**src/rtl/mem_pkg.sv**
```systemverilog
// Shared types and defaults for the main-memory arbiter and its round-robin picker.
package mem_pkg;
   localparam int MEM_ADDR_BITS    = 32;
   localparam int MEM_LINE_BITS    = 128;
   localparam int MEM_LATENCY_DFLT = 5;

   typedef enum logic {OWNER_IC = 1'b0, OWNER_DC = 1'b1} arb_owner_e;

   typedef enum logic [1:0] {IDLE, ISSUE, WAIT, RESP} arb_state_e;

   // Request latch; sized to the package-wide widths that the arbiter ports default to.
   typedef struct packed {
      logic                     write;
      logic [MEM_ADDR_BITS-1:0] addr;
      logic [MEM_LINE_BITS-1:0] wdata;
   } mem_req_t;
endpackage

```
**src/rtl/rr_pick2.sv**
```systemverilog
// Combinational 2-way round-robin picker; grant bit index equals the arb_owner_e encoding.
module rr_pick2
   import mem_pkg::*;
(
   input  logic [1:0] req,
   input  arb_owner_e last_grant,
   output logic [1:0] grant
);
   always_comb begin
      grant = 2'b00;
      unique case (req)
         2'b01:   grant = 2'b01;
         2'b10:   grant = 2'b10;
         2'b11:   grant = (last_grant == OWNER_IC) ? 2'b10 : 2'b01;
         default: grant = 2'b00;
      endcase
   end
endmodule

```
**src/rtl/mem_arbiter.sv**
```systemverilog
// Shares one fixed-latency memory port between icache refills and dcache refill/writeback,
// one transaction at a time, granted round-robin.
module mem_arbiter
   import mem_pkg::*;
#(
   parameter int ADDR_BITS   = MEM_ADDR_BITS,
   parameter int LINE_BITS   = MEM_LINE_BITS,
   parameter int MEM_LATENCY = MEM_LATENCY_DFLT
) (
   input  logic                 clk,
   input  logic                 rst_n,
   input  logic                 ic_req_valid,
   input  logic [ADDR_BITS-1:0] ic_req_addr,
   output logic                 ic_req_ready,
   output logic                 ic_resp_valid,
   output logic [LINE_BITS-1:0] ic_resp_data,
   input  logic                 dc_req_valid,
   input  logic                 dc_req_write,
   input  logic [ADDR_BITS-1:0] dc_req_addr,
   input  logic [LINE_BITS-1:0] dc_req_wdata,
   output logic                 dc_req_ready,
   output logic                 dc_resp_valid,
   output logic [LINE_BITS-1:0] dc_resp_data,
   output logic                 mem_req_valid,
   output logic                 mem_req_write,
   output logic [ADDR_BITS-1:0] mem_req_addr,
   output logic [LINE_BITS-1:0] mem_req_wdata,
   input  logic [LINE_BITS-1:0] mem_rdata
);
   localparam int CNT_W = $clog2(MEM_LATENCY + 1);

   arb_state_e           state, state_nxt;
   arb_owner_e           owner, last_grant;
   mem_req_t             req_q;
   logic [CNT_W-1:0]     cnt;
   logic [LINE_BITS-1:0] resp_q;
   logic [1:0]           grant;

   rr_pick2 u_pick (
      .req        ({dc_req_valid, ic_req_valid}),
      .last_grant (last_grant),
      .grant      (grant)
   );

   always_comb begin
      state_nxt    = state;
      ic_req_ready = 1'b0;
      dc_req_ready = 1'b0;
      case (state)
         IDLE: begin
            ic_req_ready = grant[0];
            dc_req_ready = grant[1];
            if (|grant) state_nxt = ISSUE;
         end
         ISSUE:   state_nxt = WAIT;
         WAIT:    if (cnt == '0) state_nxt = RESP;
         RESP:    state_nxt = IDLE;
         default: state_nxt = IDLE;
      endcase
   end

   always_ff @(posedge clk or negedge rst_n) begin
      if (!rst_n) begin
         state      <= IDLE;
         owner      <= OWNER_IC;
         last_grant <= OWNER_IC;
         req_q      <= '0;
         cnt        <= '0;
         resp_q     <= '0;
      end else begin
         state <= state_nxt;
         case (state)
            IDLE: begin
               if (grant[1]) begin
                  owner       <= OWNER_DC;
                  req_q.write <= dc_req_write;
                  req_q.addr  <= dc_req_addr;
                  req_q.wdata <= dc_req_wdata;
               end else if (grant[0]) begin
                  owner       <= OWNER_IC;
                  req_q.write <= 1'b0;
                  req_q.addr  <= ic_req_addr;
                  req_q.wdata <= '0;
               end
            end
            ISSUE: cnt <= CNT_W'(MEM_LATENCY - 1);
            WAIT: begin
               // Writes report zero data back to the dcache.
               if (cnt == '0) resp_q <= req_q.write ? '0 : mem_rdata;
               else           cnt    <= cnt - 1'b1;
            end
            RESP:    last_grant <= owner;
            default: ;
         endcase
      end
   end

   assign mem_req_valid = (state == ISSUE);
   assign mem_req_write = req_q.write;
   assign mem_req_addr  = req_q.addr;
   assign mem_req_wdata = req_q.wdata;

   assign ic_resp_valid = (state == RESP) && (owner == OWNER_IC);
   assign dc_resp_valid = (state == RESP) && (owner == OWNER_DC);
   assign ic_resp_data  = ic_resp_valid ? resp_q : '0;
   assign dc_resp_data  = dc_resp_valid ? resp_q : '0;
endmodule

```
**config.mk**
```make
export PLATFORM = sky130hd
export DESIGN_NAME = mem_arbiter
export DESIGN_NICKNAME = d
export VERILOG_FILES = /design/src/rtl/mem_pkg.sv /design/src/rtl/rr_pick2.sv /design/src/rtl/mem_arbiter.sv
export SDC_FILE = /design/constraint.sdc
export NUM_CORES = 1
export LEC_CHECK = 0
export ABC_AREA = 1
export CORE_AREA = 2 2 293 295
export DETAILED_ROUTE_END_ITERATION = 16
export DIE_AREA = 0 0 295 297
export PLACE_DENSITY = 0.52
export SLEW_MARGIN = 20
export SYNTH_ARGS = -nofsm -noshare
export SYNTH_HDL_FRONTEND = slang
export SYNTH_HIERARCHICAL = 1
export SYNTH_SLANG_ARGS = --single-unit
export TNS_END_PERCENT = 10
```
**constraint.sdc**
```tcl
create_clock -name clk -period 1.94 [get_ports clk]
set_input_delay 0.388 -clock clk [delete_from_list [all_inputs] [get_ports clk]]
set_output_delay 0.388 -clock clk [all_outputs]
set_load 0.005 [all_outputs]
```
After elaboration in Yosys (flattened, before gate mapping) --
Index checks and enable logic that the tools add are counted.
Operators by class: $lt $le $gt $ge 0, equality and inequality tests 9, add/subtract/negate cells 1, bitwise operators 1, div/mod/pow operators 0, multipliers 0, shift-type cells 0, muxes and demuxes 16, reductions and logical operators 11
Operator list (number):
- 128-bit 2-to-1 mux | 3
- 161-bit 2-to-1 mux | 2
- 2-bit == test (second input constant) | 4
- 2-bit case mux with 4 select lines | 1
- 2-bit AND reduction | 4
- 2-bit 2-to-1 mux | 3
- 2-bit != test (second input constant) | 3
- 2-bit case mux with 3 select lines | 1
- 3-bit case mux with 2 select lines | 1
- 2-bit by 1-bit == test with 1-bit output (second input constant) | 2
- 1-bit 2-to-1 mux | 4
- 2-bit nonzero test | 2
- 3-bit logical NOT | 1
- 3-bit 2-to-1 mux | 1
- 3-bit by 1-bit subtractor with 3-bit output (second input constant) | 1
- 1-bit logical AND | 2
- 2-bit logical NOT | 1
- 2-bit OR reduction | 1
- 1-bit NOT | 1
Word-level totals: RAM bits 0, latch bits 0, bits in read-only memories 0, memories 0, input bits 325, flip-flop bits (word level) 296

Longest topological paths before layout --
Gate-level depths: netlist (run 1).
depth after elaboration 5, mapped depth 9, depth with buffers taken out 8

Hierarchy --
Netlist (run 1), hierarchy kept.
Modules (own cells, without submodules):
- mem_arbiter | times used 1, cells an instance 1829, area an instance 13785.7 µm², seq. area each 7407.1 µm²
- rr_pick2 | times used 1, cells an instance 5, area an instance 21.3 µm², seq. area each 0.0 µm²

Worst setup path after synthesis (run 1) --
OpenSTA, ideal clock, no wires.
kind reg-to-output, start point register state[0], end point output dc_resp_data[100], path slack 232 ps, buffers on the path 2, required time 1552 ps, data arrival time 1320 ps, cell stages (with the launch flop) 6, cell sequence dfrtp_1 -> ha_1 -> nand2_1 -> clkbuf_1 -> clkbuf_1 -> nor2_1
On the way: cells in the longest elaborated chain, start to end 3
RTL lines:
- start: declaration | line mem_arbiter.sv:32 | arb_state_e state, state_nxt;
- start signal: assignment | line mem_arbiter.sv:71 | state <= state_nxt;
- 2-bit == test | line mem_arbiter.sv:104 | assign dc_resp_valid = (state == RESP) && (owner == OWNER_DC);
- 1-bit logical AND | line mem_arbiter.sv:104
- 128-bit 2-to-1 mux | line mem_arbiter.sv:106 | assign dc_resp_data = dc_resp_valid ? resp_q : '0;
- end: declaration | line mem_arbiter.sv:23 | output logic [LINE_BITS-1:0] dc_resp_data,
No other way between the ends.

Worst setup path in the final report (run 1) --
start point register state[0], end point output ic_resp_data[62]
On the way: cells in the longest elaborated chain, start to end 3
RTL lines:
- 2-bit == test | line mem_arbiter.sv:103 | assign ic_resp_valid = (state == RESP) && (owner == OWNER_IC);
- 1-bit logical AND | line mem_arbiter.sv:103
- 128-bit 2-to-1 mux | line mem_arbiter.sv:105 | assign ic_resp_data = ic_resp_valid ? resp_q : '0;
- end: declaration | line mem_arbiter.sv:16 | output logic [LINE_BITS-1:0] ic_resp_data,
No other way between the ends.

==> results.toml, run 1 <==
[detailed_routing]
first_iter_violations = 545
antenna_left = 0
via_per_inst = 3.789
wl_mm = 58.24
first_pass_iters = 5
wl_per_cell_um = 15.46
vias = 14270
remaining_drc_errors = 0

[logic_synthesis]
ys_ff_latch = 296
yosysUniqueCellTypes = 16
yosys_warnings = 6
synthCells = 1834
syn_nets = 2166
ys_seq_area_share_pct = 53.65
avgSynthCellArea_um2 = 7.528
syn_area_mm2 = 0.01381

[die]
fp.dieH_um = 297
die_w_um = 295
dieArea_mm2 = 0.08762
rows = 107
core_mm2 = 0.08448
pin_count = 747
floorplan.initialDensity_pct = 16.34

[worst_setup_path]
crit_type = "flip-flop to output port"
critical_path.max_fanout = 40
critical_path.endpoint_type = "output port"
cp.arrival_ns = 2.15
crit_required_ns = 1.55
crit_start = "state[0]"
critPathLaunchType = "flip-flop"
reg2reg_from = "state[0]"

[sta]
final_hold_viol_count = 0
finClkSkew_ns = 0.02109
slew_headroom_pct = 57.83
tns_ns = -98.27
min_period_ns = 2.538
max_freq_mhz = 394.0
grt_setup_unrepaired = "yes"
finalSetupViolCount = 261
fin_crit_sh_pct = 130.8
setup_ws_ns = -0.5980
drv_slew = 0
worst_slew_pin_slew_ns = 0.6326

[power]
p_int_mw = 19.99
p_total_mw = 31.66
seqPwrFrac_pct = 32.6
power_switching_mw = 11.67
ir_drop_v = 0.0006896
combinationalPowerShare_pct = 44.5
p_leak_nw = 12.37
powerDensity_mw_per_mm2 = 1300
switching_share_pct = 36.85
clockPowerShare_pct = 22.9

[cells_and_area]
multi_input_area_mm2 = 0.005340
nFillCells = 9170
drive_gt1_share_pct = 10.31
seq_area_mm2 = 0.007407
nets = 2926
syn2layout_area_growth_pct = 76.45
fin_area_mm2 = 0.02436

[status]
status = "finished, violations left"
violations = "setup timing"

[clocking]
cts_tree = "done"
cts-root-buf = "clkbuf_16"
htree_levels = 2
numClockSinks = 296
numCtsBuffers = 37
cts_max_path_buffers = 3
clkLatencyLatePin_ns = 0.54
clkTransAtPathRegs_ns = 0.06

[global_route]
grt_overflow_total = 0
grt_pass1_wl_mm = 87.30
antenna_found_initial = 2
grt_usage_pct = 12.78
first_global_vias = 14310
grt_max_degree = 118

[place]
dp_slack_ns = -0.3572
place_area_mm2 = 0.02325
dp_hpwl_mm = 44.12
numPortBuffers = 746
gp_congestion = 0.8020

[worst_hold_path]
hold_class = "primary input to flip-flop"
worstHoldStart = "dc_req_wdata[75]"

[flow_run]
maxCapViolCount = 0
## sequential cells by signal (all words and copies together), names as in the netlist
name / cells
owner: 1
state: 2
mem_req_addr: 32
mem_req_write: 1
resp_q: 128
last_grant: 1
mem_req_wdata: 128
cnt: 3
## Yosys cell counts, drive strengths merged
library cell  number  area, um2
a21oi              1      5.000
buf               63      384.1
clkbuf            65      244.0
dfrtp            296       7407
ha                 7      87.58
inv              176      660.6
nand2            638       2397
nand3            165      825.8
nor2             259      972.2
o21ai            162      810.8
or2                2      12.51
## cells by family (layout without fill, tap and decap cells)
logic type	count (synthesis)	count (layout)	synth area share, %
compound gates	163	163	5.908
fa+ha+maj	7	7	0.6343
buf+inv	304	1090	9.334
flops	296	296	53.65
other cells	0	2	0
simple gates	1064	1064	30.48
## layout make-up
| type | count | share of cell area (%) |
|---|---|---|
| inverter | 176 | 2.743 |
| antenna | 2 | 0.02054 |
| clock buffer | 46 | 4.186 |
| multi-input combinational | 1234 | 21.92 |
| timing repair buffer | 849 | 33.87 |
| tap | 1144 | 5.875 |
| clock inverter | 19 | 0.9809 |
| sequential | 296 | 30.40 |
## worst max-delay path, stage by stage (launching register included)
cell	delay [ns]
dfrtp_1	0.39
ha_4	0.19
nand2_4	0.08
buf_12	0.16
nor2_1	0.17
clkdlybuf4s50_1	0.52
## layout by cell type, fill, tap and decap left out, drive strengths merged, types with 5 or more instances in the layout
cell           instances
buf                  119
bufinv                 5
clkbuf                79
clkdlybuf4s50        537
clkinv                 9
dfrtp                296
dlygate4sd2          153
dlymetal6s2s           5
ha                     7
inv                  179
nand2                638
nand3                165
nor2                 259
o21ai                162
## layer usage
metal | routed length (um) | track usage [%] | up-vias
met2 | 28050 | 22.22 | 513
met5 | 13 | 0 | -
met1 | 23860 | 15.03 | 6565
li1 | - | - | 7120
met4 | 1335 | 3.426 | 2
met3 | 4978 | 4.079 | 71
## path summary, 6_finish.rpt
path | endpoint | slack, ns | cells after the start
worst min-delay path | mem_req_wdata[75] | 0.38 | 3
max in group asynchronous | mem_req_wdata[23] | 0.85 | 3
worst min register to register | cnt[1] | 0.47 | 2
min in group asynchronous | mem_req_wdata[13] | 0.39 | 2
worst max-delay path | ic_resp_data[62] | -0.60 | 5
worst max register to register | mem_req_wdata[76] | 0.02 | 9
## power by group through the flow
stage	Combinational (mW)	Sequential [mW]	Clock (mW)
finish	14.1	10.3	7.26
global route	15.7	10.6	7.78
CTS	14.2	10.3	7.57
detailed placement	14.5	10.4	0
global placement	14.4	10.3	0
floorplan	6.11	10.1	0
## per-stage QoR
step	std cells	utilization, %	hold WS, ns
after global routing	3765	28.84	0.3418
after CTS	3763	28.81	0.3242
final	3766	28.84	0.3759
after floorplan	1834	-	0.09241
after global placement	3697	27.52	0.3654
after detailed placement	3697	27.52	0.3658
## timing repair
item	CTS	global route
pin swaps	3	5
resized for setup	283	108
gates cloned	0	0
endpoints found under the hold margin	31	0
setup buffers	0	1
hold buffers	1	0
endpoints found under the setup margin	265	411
Power figures use the tool's default switching activity.
==> inputs of run 2 (changes only) <==
- MAX_ROUTING_LAYER: unset -> met4
==> run 2 against run 1 <==
  * The run still ends with setup timing left
  * Via count is 0.54% higher
  * First-iteration DRC count shrank 5.3%
  * Non-clock buffer count did not move
  * Combinational power barely moved
  * Critical path depth unchanged
  * Clock power about the same
  * Worst setup slack lost 0.00085 ns
  * Final area is essentially flat
==> results.toml, run 2 (synthesis results as in run 1) <==
[die]
rows = 107
dieArea_mm2 = 0.08762
core_mm2 = 0.08448
fp.dieH_um = 297
floorplan.initialDensity_pct = 16.34
pin_count = 747
die_w_um = 295

[cells_and_area]
layout_common_cells = "nand2_1, clkdlybuf4s50_1, dfrtp_1"
syn2layout_area_growth_pct = 76.43
nFillCells = 9165
fin_area_mm2 = 0.02436
layout_commonest_cell = "nand2_1"
drive_gt1_share_pct = 10.31
final-instance-count-excl-fill = 3766
nets = 2926
multi_input_area_mm2 = 0.005335
seq_area_mm2 = 0.007407

[sta]
final_hold_viol_count = 0
finClkSkew_ns = 0.02102
whs_ns = 0.3763
worst_slew_pin_slew_ns = 0.6122
fin_crit_sh_pct = 130.9
min_period_ns = 2.539
setup_ws_ns = -0.5989
grt_setup_unrepaired = "yes"
slew_headroom_pct = 59.19
drv_slew = 0
max_freq_mhz = 393.9
finalSetupViolCount = 261

[worst_setup_path]
crit_slowest_cell = "clkdlybuf4s50_1"
reg2reg_from = "state[0]"
reg2reg_to = "mem_req_wdata[76]"
critPathLaunchType = "flip-flop"
crit_type = "flip-flop to output port"
crit_required_ns = 1.55
rrSetupSlack_ns = 0.03
cpPeakStageDelay_ns = 0.52
critical_path.endpoint_type = "output port"
critical_path.max_fanout = 40
path_cells = "ha_4 > nand2_4 > buf_12 > nor2_1 > clkdlybuf4s50_1"
r2r_cells = 9
cp.arrival_ns = 2.15

[status]
violations = "setup timing"
status = "finished, violations left"

[detailed_routing]
wl_per_cell_um = 15.43
vias = 14350
wl_mm = 58.09
remaining_drc_errors = 0
first_pass_iters = 4
via_per_inst = 3.810
first_iter_violations = 516
antenna_left = 0

[clocking]
htree_levels = 2
clkLatencyLatePin_ns = 0.54
numClockSinks = 296
cts-root-buf = "clkbuf_16"
cts_max_path_buffers = 3
clkTransAtPathRegs_ns = 0.06
numCtsBuffers = 37
cts_tree = "done"

[place]
dp_slack_ns = -0.3572
place_area_mm2 = 0.02325
dp_cells = 3697
numPortBuffers = 746
gp_congestion = 0.8143
dp_hpwl_mm = 44.12

[power]
powerDensity_mw_per_mm2 = 1299
p_leak_nw = 12.39
ir_drop_v = 0.0006871
p_total_mw = 31.65

[global_route]
antenna_found_initial = 2
grt_max_degree = 118
first_global_vias = 14370
grt_usage_pct = 13.17
grt_pass1_wl_mm = 87.07
grt_overflow_total = 0

[worst_hold_path]
hold_end = "mem_req_wdata[78]"
hold_class = "primary input to flip-flop"
whs_path_depth = 3
worstHoldStart = "dc_req_wdata[78]"

[flow_run]
maxCapViolCount = 0
[run 2: cell type report]
class | count | area share, %
clock buffer | 46 | 4.186
sequential | 296 | 30.41
multi-input combinational | 1234 | 21.90
tap | 1144 | 5.876
clock inverter | 19 | 0.9810
timing repair buffer | 849 | 33.88
antenna | 2 | 0.02055
inverter | 176 | 2.743
[run 2: what timing repair did]
action,in CTS,in global routing
endpoints found under the hold margin,31,0
setup buffers,0,1
pin swaps,3,4
endpoints found under the setup margin,265,410
cloned,0,0
hold buffers,1,0
resized for setup,283,108
[run 2: through the flow]
stage	utilization, %	setup TNS, ns
floorplan	-	0
global placement	27.52	-64.00
detailed placement	27.52	-69.78
CTS	28.81	-115.90
global route	28.84	-125.40
finish	28.84	-97.83
[run 2: layer usage]
layer | global-route usage, % | wire [um]
met2 | 22.15 | 28020
met5 | - | 0
met4 | 3.426 | 1292
met3 | 3.952 | 4894
met1 | 15.20 | 23880
[run 2: how the worst max path moves through the flow]
| stage | from | endpoint | cells past startpoint |
|---|---|---|---|
| 2_1_floorplan | state[0] | dc_resp_data[100] | 5 |
| 3_3_place_gp | ic_req_valid | ic_req_ready | 6 |
| 3_5_place_dp | ic_req_valid | ic_req_ready | 6 |
| 4_1_cts | state[0] | dc_resp_data[97] | 5 |
| 5_1_grt | state[0] | ic_resp_data[68] | 5 |
| 6_report | state[0] | ic_resp_data[62] | 5 |
[run 2: power by group]
| part | internal (mW) | total, mW | leakage (nW) | switching (mW) |
|---|---|---|---|---|
| Clock | 4.40 | 7.26 | 0.624 | 2.86 |
| Combinational | 6.79 | 14.1 | 8.00 | 7.28 |
| Sequential | 8.80 | 10.3 | 3.76 | 1.52 |
| Total | 20.0 | 31.6 | 12.4 | 11.7 |
[run 2: worst max-delay path: cells and delay by family, from the launching register on]
| family | cells | cell delay, ns |
|---|---|---|
| adder cells (fa/ha/maj) | 1 | 0.19 |
| buffers and inverters | 2 | 0.68 |
| flip-flops | 1 | 0.39 |
| AND/OR/NAND/NOR | 2 | 0.25 |
==> inputs of run 3 (changes only) <==
- CORE_AREA: 2 2 293 295 -> 2 2 295 297
- DIE_AREA: 0 0 295 297 -> 0 0 297 299
- SYNTH_HIERARCHICAL: 1 -> unset
==> run 3 against run 2 <==
  * The run still ends with setup timing left
  * Area after synthesis decreased by 1.3%
  * Utilization is 0.28 points higher
  * Clock skew grew 0.0035 ns
  * Total power up 11%
  * Worst setup slack better by 0.057 ns
  * Maximum frequency rose by 2.3%
  * Non-clock buffer count increased by 49
  * Synthesized cell count up 0.82%
  * Register-to-register slack better by 0.08 ns
  * Cell count increased by 2.4%
  * Largest cell class unchanged
==> results.toml, run 3 <==
[cells_and_area]
fin_util_pct = 29.12
seq_area_mm2 = 0.007410
multi_input_area_mm2 = 0.005734
drive_gt1_share_pct = 23.89
final-instance-count-excl-fill = 3858
fin_area_mm2 = 0.02503
nets = 3007
syn2layout_area_growth_pct = 83.71
layout_common_cells = "nand2_1, clkdlybuf4s50_1, dfrtp_1"
layout_commonest_cell = "nand2_1"
nFillCells = 9335

[die]
dieArea_mm2 = 0.08880
core_mm2 = 0.08594
rows = 108
floorplan.initialDensity_pct = 15.85
die_w_um = 297
pin_count = 747
fp.dieH_um = 299

[worst_setup_path]
critical_path.max_fanout = 5
critical_path.endpoint_type = "output port"
crit_type = "flip-flop to output port"
crit_start = "state[0]"
crit_required_ns = 1.55
reg2reg_from = "state[1]"
cp.arrival_ns = 2.09
critPathLaunchType = "flip-flop"

[place]
dp_hpwl_mm = 44.81
dp_cells = 3737
gp_congestion = 0.8432
numPortBuffers = 746
dp_slack_ns = -0.3836
place_area_mm2 = 0.02305

[logic_synthesis]
avgSynthCellArea_um2 = 7.368
syn_nets = 2181
synthTopCellsByCount = "nand2_1, dfrtp_1, nor2_1"
synth_edf_count = 0
synth_flop_cell = "dfrtp_1"
yosys-top-cells-area = "dfrtp_1, nand2_1, nor2_1"
yosysTopAreaCell = "dfrtp_1"
yosysUniqueCellTypes = 18
ys_seq_area_share_pct = 54.37
yosysMostFrequentCell = "nand2_1"
yosys_warnings = 0
synth_top_area_share_pct = 54.37
ys_ff_latch = 296
synthCells = 1849
syn_area_mm2 = 0.01362
synth-async-reset-ratio_pct = 100.0

[sta]
fin_crit_sh_pct = 127.9
grt_setup_unrepaired = "yes"
min_period_ns = 2.482
finalSetupViolCount = 261
final_hold_viol_count = 0
setup_ws_ns = -0.5419
whs_ns = 0.3022
tns_ns = -104.65
max_freq_mhz = 402.9
finClkSkew_ns = 0.02449
drv_slew = 0
worst_slew_pin_slew_ns = 0.4706
slew_headroom_pct = 68.30

[power]
switching_share_pct = 39.06
power_switching_mw = 13.77
p_leak_nw = 12.93
p_int_mw = 21.49
combinationalPowerShare_pct = 49.6
p_total_mw = 35.27
clockPowerShare_pct = 20.0
ir_drop_v = 0.0007617
powerDensity_mw_per_mm2 = 1409
seqPwrFrac_pct = 30.4

[global_route]
grt_overflow_total = 0
grt_usage_pct = 13.56
first_global_vias = 14640
antenna_found_initial = 4
grt_max_degree = 97
grt_pass1_wl_mm = 90.53

[detailed_routing]
antenna_left = 0
vias = 14570
remaining_drc_errors = 0
first_iter_violations = 775
wl_per_cell_um = 16.47
via_per_inst = 3.775
first_pass_iters = 5
wl_mm = 63.54

[clocking]
cts_max_path_buffers = 3
numClockSinks = 296
htree_levels = 2
clkTransAtPathRegs_ns = 0.05
clkLatencyLatePin_ns = 0.55
numCtsBuffers = 39
cts_tree = "done"
cts-root-buf = "clkbuf_16"

[status]
violations = "setup timing"
status = "finished, violations left"

[worst_hold_path]
hold_class = "primary input to asynchronous set/reset pin"

[flow_run]
maxCapViolCount = 0
[run 3: cell count changes after synthesis, moves of 2 or more]
| cell | previous run | this run |
|---|---|---|
| clkbuf_1 | 65 | 74 |
| inv_2 | 1 | 3 |
| buf_1 | 2 | 9 |
| o21ai_1 | 0 | 77 |
| inv_1 | 175 | 206 |
| buf_6 | 11 | 1 |
| buf_4 | 1 | 10 |
| buf_2 | 49 | 19 |
| o21ai_0 | 162 | 54 |
| nand2_1 | 637 | 759 |
| nand3_1 | 165 | 67 |
| nor2_1 | 259 | 263 |
[run 3: cells by family after synthesis]
group | after synthesis | share of synthesized area [%]
buffers and inverters | 322 | 9.377
adder cells (fa/ha/maj) | 7 | 0.6429
flip-flops | 296 | 54.37
AND/OR/NAND/NOR | 1092 | 30.76
AO/OA/AOI/OAI | 132 | 4.849
[run 3: final cells by class]
cell class | count | area share, %
antenna | 3 | 0.03000
clock buffer | 57 | 4.615
clock inverter | 9 | 0.2950
inverter | 209 | 3.175
multi-input combinational | 1231 | 22.91
sequential | 296 | 29.61
tap | 1155 | 5.774
timing repair buffer | 898 | 33.59
[run 3: final timing paths]
kind / to / slack (ns) / cells past startpoint
max: dc_resp_data[27] / -0.54 / 8
min: resp_q[64] / 0.30 / 2
max reg2reg: mem_req_wdata[62] / 0.11 / 9
min reg2reg: cnt[1] / 0.47 / 2
max in group asynchronous: mem_req_wdata[20] / 0.89 / 3
min in group clk: mem_req_wdata[30] / 0.37 / 3
[run 3: power groups by stage]
stage | logic, mW | registers [mW] | clock network [mW]
floorplan | 6.43 | 10.6 | 0
global placement | 15.6 | 10.7 | 0
detailed placement | 15.6 | 10.7 | 0
CTS | 16.1 | 10.7 | 7.38
global route | 19.3 | 11.1 | 7.61
finish | 17.5 | 10.7 | 7.04
[run 3: per-layer routing]
layer / track usage (%) / routed length (um) / up-vias
li1: - / - / 7158
met1: 15.67 / 26170 / 6775
met2: 23.21 / 31500 / 535
met3: 3.155 / 3862 / 97
met4: 4.317 / 1997 / 0
met5: - / 0 / -
[run 3: worst max-delay path, stage by stage, from the launching register on]
cell	delay (ns)
dfrtp_1	0.40
ha_4	0.21
buf_12	0.12
nand2_8	0.10
buf_12	0.17
buf_12	0.14
clkbuf_16	0.17
nor2_2	0.09
buf_2	0.12
[run 3: what timing repair did]
action,4_1_cts,5_1_grt
setup endpoints to repair,266,399
setup buffers,17,22
hold buffers,1,0
pin swaps,7,7
endpoints found under the hold margin,35,0
cloned,8,9
resized for setup,576,656
